**src/rtl/count_uart_tx.sv**
```systemverilog
// Purpose : captures an 8-bit count on a start strobe and sends it as "DDD\r\n" (8N1 UART).
// Latency : tx falls 9 clk_in edges after the capture edge; busy high 8 + 50*CLKS_PER_BIT cycles.
// Backpr. : none; a start while busy is dropped and flagged by a 1-cycle overrun pulse.
//
// Ports:
//   clk_in   - system clock, rising edge
//   reset    - synchronous active-low reset
//   start    - 1-cycle strobe, captures data_in when idle
//   data_in  - unsigned count to report
//   tx       - registered UART line, idle high
//   busy     - high from the capture edge until the edge that ends the last stop bit
//   overrun  - 1-cycle pulse after a start that arrived while busy
module count_uart_tx #(
    parameter int CLKS_PER_BIT = 5208
) (
    input  logic       clk_in,
    input  logic       reset,
    input  logic       start,
    input  logic [7:0] data_in,
    output logic       tx,
    output logic       busy,
    output logic       overrun
);

    localparam int             BW        = $clog2(CLKS_PER_BIT);
    localparam logic [BW-1:0]  BAUD_LAST = BW'(CLKS_PER_BIT - 1);

    typedef enum logic [2:0] {
        S_IDLE,
        S_CONV,
        S_START,
        S_DATA,
        S_STOP
    } state_t;

    state_t        state;
    state_t        state_nxt;
    logic [BW-1:0] baud_cnt;
    logic [2:0]    conv_cnt;
    logic [2:0]    bit_idx;
    logic [2:0]    byte_idx;
    // {hundreds, tens, ones, binary}; after 8 steps the binary part is consumed.
    logic [19:0]   bcd_sh;
    logic          bit_end;
    logic          tx_nxt;
    logic [7:0]    cur_byte;

    // One double-dabble step: bias any digit >= 5 by 3, then shift left.
    function automatic logic [19:0] dabble_step(input logic [19:0] s);
        logic [19:0] a;
        a = s;
        if (a[11:8]  >= 4'd5) a[11:8]  = a[11:8]  + 4'd3;
        if (a[15:12] >= 4'd5) a[15:12] = a[15:12] + 4'd3;
        if (a[19:16] >= 4'd5) a[19:16] = a[19:16] + 4'd3;
        return {a[18:0], 1'b0};
    endfunction

    assign bit_end = (baud_cnt == BAUD_LAST);
    assign busy    = (state != S_IDLE);

    always_comb begin
        cur_byte = 8'h0A;
        case (byte_idx)
            3'd0:    cur_byte = {4'h3, bcd_sh[19:16]};
            3'd1:    cur_byte = {4'h3, bcd_sh[15:12]};
            3'd2:    cur_byte = {4'h3, bcd_sh[11:8]};
            3'd3:    cur_byte = 8'h0D;
            default: cur_byte = 8'h0A;
        endcase
    end

    // tx is registered from tx_nxt, so the line lags the state by one cycle;
    // this is why the start bit appears 9 edges after capture while the FSM
    // reaches START after 8.
    always_comb begin
        state_nxt = state;
        tx_nxt    = 1'b1;
        case (state)
            S_IDLE: begin
                if (start) state_nxt = S_CONV;
            end
            S_CONV: begin
                if (conv_cnt == 3'd7) state_nxt = S_START;
            end
            S_START: begin
                tx_nxt = 1'b0;
                if (bit_end) state_nxt = S_DATA;
            end
            S_DATA: begin
                tx_nxt = cur_byte[bit_idx];
                if (bit_end && bit_idx == 3'd7) state_nxt = S_STOP;
            end
            S_STOP: begin
                if (bit_end) state_nxt = (byte_idx == 3'd4) ? S_IDLE : S_START;
            end
            default: state_nxt = S_IDLE;
        endcase
    end

    always_ff @(posedge clk_in) begin
        if (!reset) begin
            state    <= S_IDLE;
            tx       <= 1'b1;
            overrun  <= 1'b0;
            baud_cnt <= '0;
            conv_cnt <= 3'd0;
            bit_idx  <= 3'd0;
            byte_idx <= 3'd0;
            bcd_sh   <= 20'd0;
        end else begin
            state   <= state_nxt;
            tx      <= tx_nxt;
            overrun <= start && (state != S_IDLE);
            case (state)
                S_IDLE: begin
                    if (start) begin
                        bcd_sh   <= {12'd0, data_in};
                        conv_cnt <= 3'd0;
                    end
                end
                S_CONV: begin
                    bcd_sh   <= dabble_step(bcd_sh);
                    conv_cnt <= conv_cnt + 3'd1;
                    baud_cnt <= '0;
                    bit_idx  <= 3'd0;
                    byte_idx <= 3'd0;
                end
                S_START, S_DATA, S_STOP: begin
                    // Reload exactly at the bit boundary so every bit is CLKS_PER_BIT long.
                    baud_cnt <= bit_end ? '0 : baud_cnt + 1'b1;
                    // bit_idx wraps 7 -> 0, ready for the next byte.
                    if (state == S_DATA && bit_end)
                        bit_idx <= bit_idx + 3'd1;
                    if (state == S_STOP && bit_end && byte_idx != 3'd4)
                        byte_idx <= byte_idx + 3'd1;
                end
                default: ;
            endcase
        end
    end

endmodule
```
**config.mk**
```make
export PLATFORM = sky130hd
export DESIGN_NAME = count_uart_tx
export DESIGN_NICKNAME = d
export VERILOG_FILES = /design/src/rtl/count_uart_tx.sv
export SDC_FILE = /design/constraint.sdc
export NUM_CORES = 1
export LEC_CHECK = 0
export BUFFER_PORTS_ARGS = -buffer_cell sky130_fd_sc_hd__clkbuf_2
export CORE_MARGIN = 2
export CORE_UTILIZATION = 45
export CTS_BUF_LIST = sky130_fd_sc_hd__clkbuf_2
export DETAILED_ROUTE_END_ITERATION = 7
export HOLD_SLACK_MARGIN = 0.05
export SLEW_MARGIN = 5
export SYNTH_ARGS = -nofsm -noshare
export SYNTH_HDL_FRONTEND = slang
export SYNTH_SLANG_ARGS = --single-unit
```
**constraint.sdc**
```tcl
create_clock -name clk_in -period 2.33 [get_ports clk_in]
set_clock_uncertainty 0.1 [all_clocks]
set_input_delay 0.1165 -clock clk_in [delete_from_list [all_inputs] [get_ports clk_in]]
set_output_delay 0.1165 -clock clk_in [all_outputs]
set_load 0.02 [all_outputs]
```
==> impl_summary.txt, run 1 <==
----------------------------------------------------
[Run status]
  Result of the run ... finished, final reports clean

[Route]
  Detailed router's first-iteration violation count ... 134
  Vias after detailed routing ... 2152
  Total detailed-routing wirelength ... 5.356 mm
  Mean routed wirelength per cell ... 13.46 um
  Via count normalized by instance count ... 5.407
  Drc violations ... 0
  Wire length on met2 ... 2.495 mm
  Length of routed met3 wiring ... 93 um
  Post-Route M1 WL ... 2.700 mm
  Length of the first detailed-routing pass in iterations ... 5
  Residual antenna-violating net count after detailed routing ... 0
  Top metal layer carrying routed signals ... met4

[Logic synthesis]
  Async SR Flop Fraction ... 0
  Flip-flop and latch count after synthesis ... 47
  Cell area after synthesis ... 2674 um^2
  Synthesized instance count ... 303
  Number of distinct standard cells referenced by the synthesized netlist ... 50
  Number of enable flip-flop cells after synthesis ... 0
  Mapped Nets ... 330
  Average footprint of a synthesized cell ... 8.824 um^2
  Synth warn ... 0
  Sequential element share of the synthesized area ... 0.3519
  Cell type with the highest aggregate area in the netlist ... dfxtp_1
  Ys flop type ... dfxtp_1
  Top cells by count, synth ... dfxtp_1 (47), nand2_1 (26), nor2_1 (23), nand3_1 (20), o21ai_0 (17)
  Most used standard cell by instance count after synthesis ... dfxtp_1
  Proportion of netlist area held by the largest area contributor ... 0.3519
  Top cells by area, synth ... dfxtp_1 (35%), ha_1 (7.5%), nand3_1 (3.7%)

[Finish]
  Final instance area ... 2930 um^2
  Final Util ... 0.5039
  Layout cell share with drive strength beyond 1 ... 0.1022
  Syn-to-layout area delta ... 9.593%
  Antenna diode instance count ... 0
  Number of filler instances in the final layout ... 593
  Final Net Count ... 350

[Flow run]
  # Max-Cap Violations ... 0

[Timing]
  Transition at the pin with the smallest max-transition slack ... 0.5942 ns
  Fmax ... 0.4917 GHz
  Number of endpoints failing setup at the final stage ... 0
  Max transition margin ... 0.6039
  Shortest period the worst path allows ... 2.034 ns
  Number of pins exceeding their max-slew limit in the final report ... 0
  Setup TNS ... 0 ns
  Setup repair after global routing missed its margin ... no
  Endpoints failing hold ... 0
  Period utilisation layout ... 0.8728

[Global route]
  Pin count of the biggest net entering global routing ... 31
  Number of global-route vias before repair ... 1998
  Global-route congestion overflow total ... 0
  Number of antenna violations at the first check in global routing ... 0
  Wire length of the first global-routing pass ... 9.218 mm
  Global routing usage summed across all routing layers ... 0.1784

[Power and ir drop]
  Peak supply drop ... 462.3 uV
  Power per unit of standard cell area ... 761.1 nW/um^2
  Leakage power ... 0.001151 uW

[Placement]
  DPL Wire Length ... 3.772 mm
  Routability congestion estimate ... 0.8214
  Area of placed instances ... 2778 um^2
  # port buffers ... 13

[Die]
  Area of the core ... 5816 um^2
  Total I/O pin count ... 14
  Initial core utilization ... 0.4598
  Die X-Extent ... 81.09 um
  Total number of placement rows ... 28
  Die ar. ... 6575 um^2
  Die extent in y ... 81.09 um

[Setup path]
  Critical Path Sink Type ... register
  Worst Setup Start Kind ... register
  Arrival time at the worst endpoint ... 2.27 ns
  Biggest fanout along the worst timing path ... 12
  Worst endpoint required time ... 2.57 ns
  Class of the most critical setup path ... register to register

[CTS]
  Clock buffer depth ... 2
  Clock tree from TritonCTS ... built
  TritonCTS Buffers ... 5
  Level count of the clock H-tree ... 2
  Library cell used as clock root buffer ... clkbuf_2
  Clock slew at reported path FFs ... 0.24 ns
  Total clock sinks ... 47
  Clock insertion delay at the later pin of the skew report ... 0.42 ns

[Min path]
  Type of the worst min-delay path ... input port to register

----------------------------------------------------
[registers in the layout, summed over array words and instances (netlist names)]
signal    flops
byte_idx      3
bcd_sh       20
tx            1
bit_idx       3
conv_cnt      3
state         3
overrun       1
baud_cnt     13
[path summary, 6_finish.rpt]
check	start	to	slack (ns)	cells after the start
min reg2reg	byte_idx[0]	byte_idx[0]	0.42	2
max	state[1]	bit_idx[2]	0.30	5
max reg2reg	state[1]	bit_idx[2]	0.30	5
min	reset	state[1]	0.20	2
[kinds of logic (layout without fill, tap and decap cells)]
group                      after synthesis  in the layout  share of synthesized area
and+or+nand+nor                        123            123                     0.2494
xor gates and xnor gates                15             15                    0.04913
DFF                                     47             47                     0.3519
muxes                                    7              7                    0.02714
AOI/OAI and AO/OA                       68             68                     0.1900
adders and majority gates               16             16                    0.07487
buffers and inverters                   27             47                    0.05756
[cell usage in the layout (no fill, tap or decap), drive strengths merged, types with 8 or more instances in the layout]
master,synthesis,layout
clkbuf,5,18
nor3,8,8
ha,16,16
xor2,10,10
o21ai,18,18
nand2,26,26
a22oi,9,9
nor2b,12,12
dlygate4sd3,0,9
dfxtp,47,47
o211a,8,8
a21oi,9,9
and2,8,8
inv,13,13
nor2,23,23
nand3,20,20
[area by class of cell]
cell class | count | area, um^2 | area share
tap | 75 | 93.84 | 0.03202
clock inverter | 2 | 37.54 | 0.01281
clock buffer | 5 | 25.02 | 0.008540
inverter | 13 | 48.80 | 0.01665
sequential | 47 | 940.9 | 0.3211
multi-input combinational | 229 | 1579 | 0.5389
timing repair buffer | 27 | 205.2 | 0.07003
[layer usage]
metal | track usage | vias to the layer above
met5 | 0 | -
met4 | 0.05085 | 0
met3 | 0.03667 | 5
met2 | 0.3058 | 14
met1 | 0.2264 | 1007
li1 | - | 1126
[what timing repair did]
action / in CTS / in global routing
hold endpoints to repair: 10 / 0
hold buffers: 9 / 0
buffers inserted: 0 / 0
setup endpoints to repair: 0 / 0
resized for setup: 0 / 0
[worst max-delay path, cell delays in order, from the launching register on]
cell	delay (ns)
dfxtp_1	0.64
and2b_1	0.26
and2_1	0.24
nand4_1	0.26
and3_1	0.28
o21a_1	0.17
[per-stage QoR]
stage	power [uW]	hold WS (ns)	setup slack [ns]	instances
finish	2230	0.1965	0.2963	398
global route	2384	0.2012	0.1425	398
CTS	2263	0.1631	0.2695	398
detailed placement	1813	0.3397	0.3275	382
global placement	1816	0.3320	0.3577	382
floorplan	1634	0.1624	0.5496	303
[where the power goes]
group / switching [uW] / leakage (uW) / internal, uW
registers: 93.9 / 0.000381 / 894
clock network: 257 / 0.0000350 / 175
logic: 491 / 0.000735 / 319
No activity file was read; power rests on OpenSTA's default activity.
==> inputs of run 2 (changes only) <==
PLACE_DENSITY_LB_ADDON = 0.25   (was not set)
==> run 2 against run 1 <==
Critical path depth unchanged. Register-to-register slack about the same. Combinational power decreased by 3.3%. Sequential power is essentially flat. Non-clock buffer count is the same. Flip-flop and latch count unchanged. Maximum frequency grew 0.32%. Via count increased by 0.28%. Total power fell by 4.7%. Sequential share of layout area increased by 0.35 points. Global-route usage decreased by 0.33 points. Wire length shrank 3.4%. Critical path type unchanged.
==> impl_summary.txt, run 2 (synthesized netlist as in run 1, its figures left out) <==
----------------------------------------------------
[Run status]
  Result of the run ... finished, final reports clean

[Timing]
  Period utilisation layout ... 0.8701
  Endpoints failing hold ... 0
  Transition at the pin with the smallest max-transition slack ... 0.5769 ns
  Setup TNS ... 0 ns
  Number of pins exceeding their max-slew limit in the final report ... 0
  Shortest period the worst path allows ... 2.027 ns
  Max transition margin ... 0.6154
  Fmax ... 0.4933 GHz
  Number of endpoints failing setup at the final stage ... 0
  Setup repair after global routing missed its margin ... no

[Global route]
  Global routing usage summed across all routing layers ... 0.1752
  Number of antenna violations at the first check in global routing ... 0
  Global-route congestion overflow total ... 0
  Pin count of the biggest net entering global routing ... 31
  Number of global-route vias before repair ... 2039
  Wire length of the first global-routing pass ... 9.128 mm

[Finish]
  Largest registers ranked by flip-flop count ... bcd_sh: 20 flops, baud_cnt: 13 flops
  Highest-count cells in the layout ignoring fill and taps ... dfxtp_1 (47), nand2_1 (26), nor2_1 (23)
  Syn-to-layout area delta ... 8.423%
  Antenna diode instance count ... 0
  Leading cell type in the layout, fill and taps excluded ... dfxtp_1
  Register containing the most flip-flops in the final layout ... bcd_sh
  Final Net Count ... 350
  Layout cell share with drive strength beyond 1 ... 0.1049
  Area of the multi-input gates ... 1579 um^2
  Total area of sequential cells ... 940.9 um^2
  Max FFs per register ... 20
  Final instance area ... 2899 um^2
  Number of filler instances in the final layout ... 609

[Die]
  Total number of placement rows ... 28
  Die extent in y ... 81.09 um
  Die ar. ... 6575 um^2
  Area of the core ... 5816 um^2
  Total I/O pin count ... 14
  Die X-Extent ... 81.09 um
  Initial core utilization ... 0.4598

[Route]
  Vias after detailed routing ... 2158
  Drc violations ... 0
  Length of the first detailed-routing pass in iterations ... 4
  Mean routed wirelength per cell ... 12.97 um
  Via count normalized by instance count ... 5.409
  Detailed router's first-iteration violation count ... 73
  Total detailed-routing wirelength ... 5.175 mm
  Residual antenna-violating net count after detailed routing ... 0

[Setup path]
  Biggest fanout along the worst timing path ... 12
  Worst Setup Start Kind ... register
  Worst endpoint required time ... 2.55 ns
  Class of the most critical setup path ... register to register
  Arrival time at the worst endpoint ... 2.25 ns
  Critical Path Sink Type ... register

[CTS]
  TritonCTS Buffers ... 5
  Total clock sinks ... 47
  Clock tree from TritonCTS ... built
  Clock insertion delay at the later pin of the skew report ... 0.44 ns
  Clock buffer depth ... 2
  Level count of the clock H-tree ... 2
  Number of buffers inserted by post-CTS setup repair ... 0
  Clock slew at reported path FFs ... 0.27 ns
  Library cell used as clock root buffer ... clkbuf_2

[Min path]
  Type of the worst min-delay path ... input port to register

[Power and ir drop]
  Peak supply drop ... 504.7 uV
  Power per unit of standard cell area ... 733.2 nW/um^2
  Leakage power ... 0.001146 uW

[Placement]
  Area of placed instances ... 2765 um^2
  # port buffers ... 13
  Routability congestion estimate ... 0.7882
  DPL Wire Length ... 3.634 mm

[Flow run]
  # Max-Cap Violations ... 0

----------------------------------------------------
-- run 2: changes by cell type in the layout (fill, tap and decap cells not counted), sizes merged --
cell / delta
clkinv: +2
clkinvlp: -1
bufinv: -1
inv: +1
-- run 2: final cells by class --
class,instances,share of cell area
sequential,47,0.3246
inverter,13,0.01683
clock inverter,3,0.006474
multi-input combinational,229,0.5447
tap,75,0.03237
timing repair buffer,27,0.06647
clock buffer,5,0.008632
-- run 2: final timing paths --
check        startpoint  slack [ns]           to  depth (start not counted)
max            state[2]        0.30  baud_cnt[7]                          5
min               reset        0.17     state[0]                          3
max reg2reg    state[2]        0.30  baud_cnt[7]                          5
min reg2reg   bcd_sh[5]        0.43    bcd_sh[5]                          1
-- run 2: per-stage QoR --
stage	instances	util	power [uW]	hold slack (ns)	worst slack (ns)
final	399	0.4985	2125	0.1671	0.3027
after floorplan	303	-	1634	0.1624	0.5496
after global placement	382	0.4755	1775	0.3311	0.3617
after global routing	399	0.4985	2287	0.1748	0.1168
after CTS	399	0.4985	2158	0.1401	0.2803
after detailed placement	382	0.4755	1781	0.3501	0.3322
-- run 2: worst max-delay path, cell delays in order (launching register included) --
cell and delay, ns:
dfxtp_1 0.65, and2b_1 0.28, a21o_1 0.21, and2_1 0.22, o21ai_2 0.37, nor2_1 0.09
-- run 2: power breakdown --
part	switching, uW	leakage [uW]	internal [uW]
Clock	280	0.0000331	75.0
Combinational	484	0.000732	299
Sequential	92.5	0.000381	895
-- run 2: what timing repair did --
| action | in CTS | in global routing |
|---|---|---|
| hold buffers | 9 | 0 |
| resized for setup | 0 | 0 |
| hold endpoints to repair | 10 | 0 |
-- run 2: metal layers --
metal,track usage,up-vias,wire (um)
met3,0.03444,6,128
li1,-,1118,-
met1,0.2250,1012,2532
met5,0,-,0
met2,0.2942,22,2442
met4,0.05763,0,72
==> inputs of run 3 (changes only) <==
CTS_BUF_LIST = not set   (was sky130_fd_sc_hd__clkbuf_2)
==> run 3 against run 2 <==
Die area stayed put. Highest routed layer unchanged. Wire length is essentially flat. Largest power group unchanged. Largest cell class unchanged. Global-route usage up 0.070 points.
==> impl_summary.txt, run 3 (synthesized netlist as in run 1, its figures left out) <==
----------------------------------------------------
[Run status]
  Result of the run ... finished, final reports clean

[Timing]
  Endpoints failing hold ... 0
  Number of endpoints failing setup at the final stage ... 0
  Max transition margin ... 0.6172
  Transition at the pin with the smallest max-transition slack ... 0.5741 ns
  Post-route worst setup slack ... 0.3384 ns
  Period utilisation layout ... 0.8548
  Setup repair after global routing missed its margin ... no
  Fmax ... 0.5021 GHz
  Setup TNS ... 0 ns
  Number of pins exceeding their max-slew limit in the final report ... 0
  Shortest period the worst path allows ... 1.992 ns

[Die]
  Die extent in y ... 81.09 um
  Area of the core ... 5816 um^2
  Die X-Extent ... 81.09 um
  Total I/O pin count ... 14
  Total number of placement rows ... 28
  Initial core utilization ... 0.4598
  Die ar. ... 6575 um^2

[Setup path]
  Arrival time at the worst endpoint ... 2.09 ns
  Worst endpoint required time ... 2.43 ns
  Class of the most critical setup path ... register to register
  Worst Setup Start Kind ... register
  Biggest fanout along the worst timing path ... 12
  Critical path's largest stage delay ... 0.60 ns
  Slowest cell on the critical path ... dfxtp_1
  Cells along the critical path ... and2b_1 > and2_1 > nand4_1 > and3_1 > o21a_1
  CP top delay family ... simple AND/OR/NAND/NOR gates
  Critical Path Sink Type ... register
  Crit path buf inv count ... 0

[Finish]
  Register containing the most flip-flops in the final layout ... bcd_sh
  Layout cell share with drive strength beyond 1 ... 0.1056
  Highest-count cells in the layout ignoring fill and taps ... dfxtp_1 (47), nand2_1 (26), nor2_1 (23)
  Leading cell type in the layout, fill and taps excluded ... dfxtp_1
  Final Net Count ... 348
  Antenna diode instance count ... 0
  Syn-to-layout area delta ... 9.312%
  Filler-free cell count of the finished design ... 397
  Final Util ... 0.5026
  Largest registers ranked by flip-flop count ... bcd_sh: 20 flops, baud_cnt: 13 flops
  Max FFs per register ... 20

[CTS]
  Clock insertion delay at the later pin of the skew report ... 0.31 ns
  Number of buffers inserted by post-CTS setup repair ... 0
  Clock slew at reported path FFs ... 0.09 ns
  Clock buffer depth ... 2
  TritonCTS Buffers ... 5
  Level count of the clock H-tree ... 2
  Library cell used as clock root buffer ... clkbuf_8
  Clock tree from TritonCTS ... built
  Total clock sinks ... 47

[Route]
  Post-Route M1 WL ... 2.485 mm
  Length of the first detailed-routing pass in iterations ... 4
  Wire length on met2 ... 2.471 mm
  Residual antenna-violating net count after detailed routing ... 0
  Drc violations ... 0
  Via count normalized by instance count ... 5.436
  Total detailed-routing wirelength ... 5.172 mm
  Length of routed met3 wiring ... 144 um
  Vias after detailed routing ... 2158
  Top metal layer carrying routed signals ... met4
  Mean routed wirelength per cell ... 13.03 um
  Detailed router's first-iteration violation count ... 64

[Global route]
  Pin count of the biggest net entering global routing ... 31
  Number of global-route vias before repair ... 2048
  Global-route congestion overflow total ... 0
  Global routing usage summed across all routing layers ... 0.1759
  Wire length of the first global-routing pass ... 9.156 mm
  Number of antenna violations at the first check in global routing ... 0

[Placement]
  DPL Wire Length ... 3.634 mm
  # port buffers ... 13
  Placement-stage worst setup slack ... 0.3322 ns
  Cell count after placement ... 382
  Routability congestion estimate ... 0.7882

[Power and ir drop]
  Power per unit of standard cell area ... 775.4 nW/um^2
  Peak supply drop ... 520.3 uV
  Leakage power ... 0.001153 uW

[Min path]
  Type of the worst min-delay path ... input port to register

[Flow run]
  # Max-Cap Violations ... 0

----------------------------------------------------
-- run 3: worst reg2reg max path: cells and delay by family, from the launching register on --
kind	cells	cell delay, ns
flops	1	0.60
simple gates	4	1.02
compound gates	1	0.18
-- run 3: routing by layer --
layer,GRT usage,vias to the layer above
met1,0.2257,1014
met2,0.2959,22
met4,0.05254,0
met5,0,-
met3,0.03778,7
li1,-,1115
-- run 3: worst paths after layout --
path / start / end / slack, ns / cells after the start
max: state[1] / bit_idx[2] / 0.34 / 5
min: data_in[1] / bcd_sh[1] / 0.07 / 4
max reg2reg: state[1] / bit_idx[2] / 0.34 / 5
min reg2reg: bcd_sh[5] / bcd_sh[5] / 0.40 / 1
-- run 3: report_power, final --
group,switching [uW],internal (uW),total (uW)
clock,293,212,504
sequential,92.7,893,985
combinational,480,297,777
total,865,1400,2270
-- run 3: per-stage QoR --
step	power, uW	area, um^2	hold slack [ns]
2_1_floorplan	1634	2674	0.1624
5_1_grt	2432	2923	0.07581
3_3_place_gp	1775	2765	0.3311
4_1_cts	2302	2923	0.05365
3_5_place_dp	1781	2765	0.3501
6_report	2266	2923	0.06660
-- run 3: what timing repair did --
action	CTS	global route
gates resized for setup	0	0
hold buffers	7	0
endpoints found under the hold margin	8	0
endpoints found under the setup margin	0	0
-- run 3: area by class of cell --
| class | instances | area (um^2) |
|---|---|---|
| Multi-Input combinational cell | 229 | 1579 |
| Fill cell | 601 | 2893 |
| Sequential cell | 47 | 940.9 |
| Clock buffer | 5 | 68.82 |
| Timing Repair Buffer | 25 | 172.7 |
| Inverter | 13 | 48.80 |
| Tap cell | 75 | 93.84 |
| Clock inverter | 3 | 18.77 |
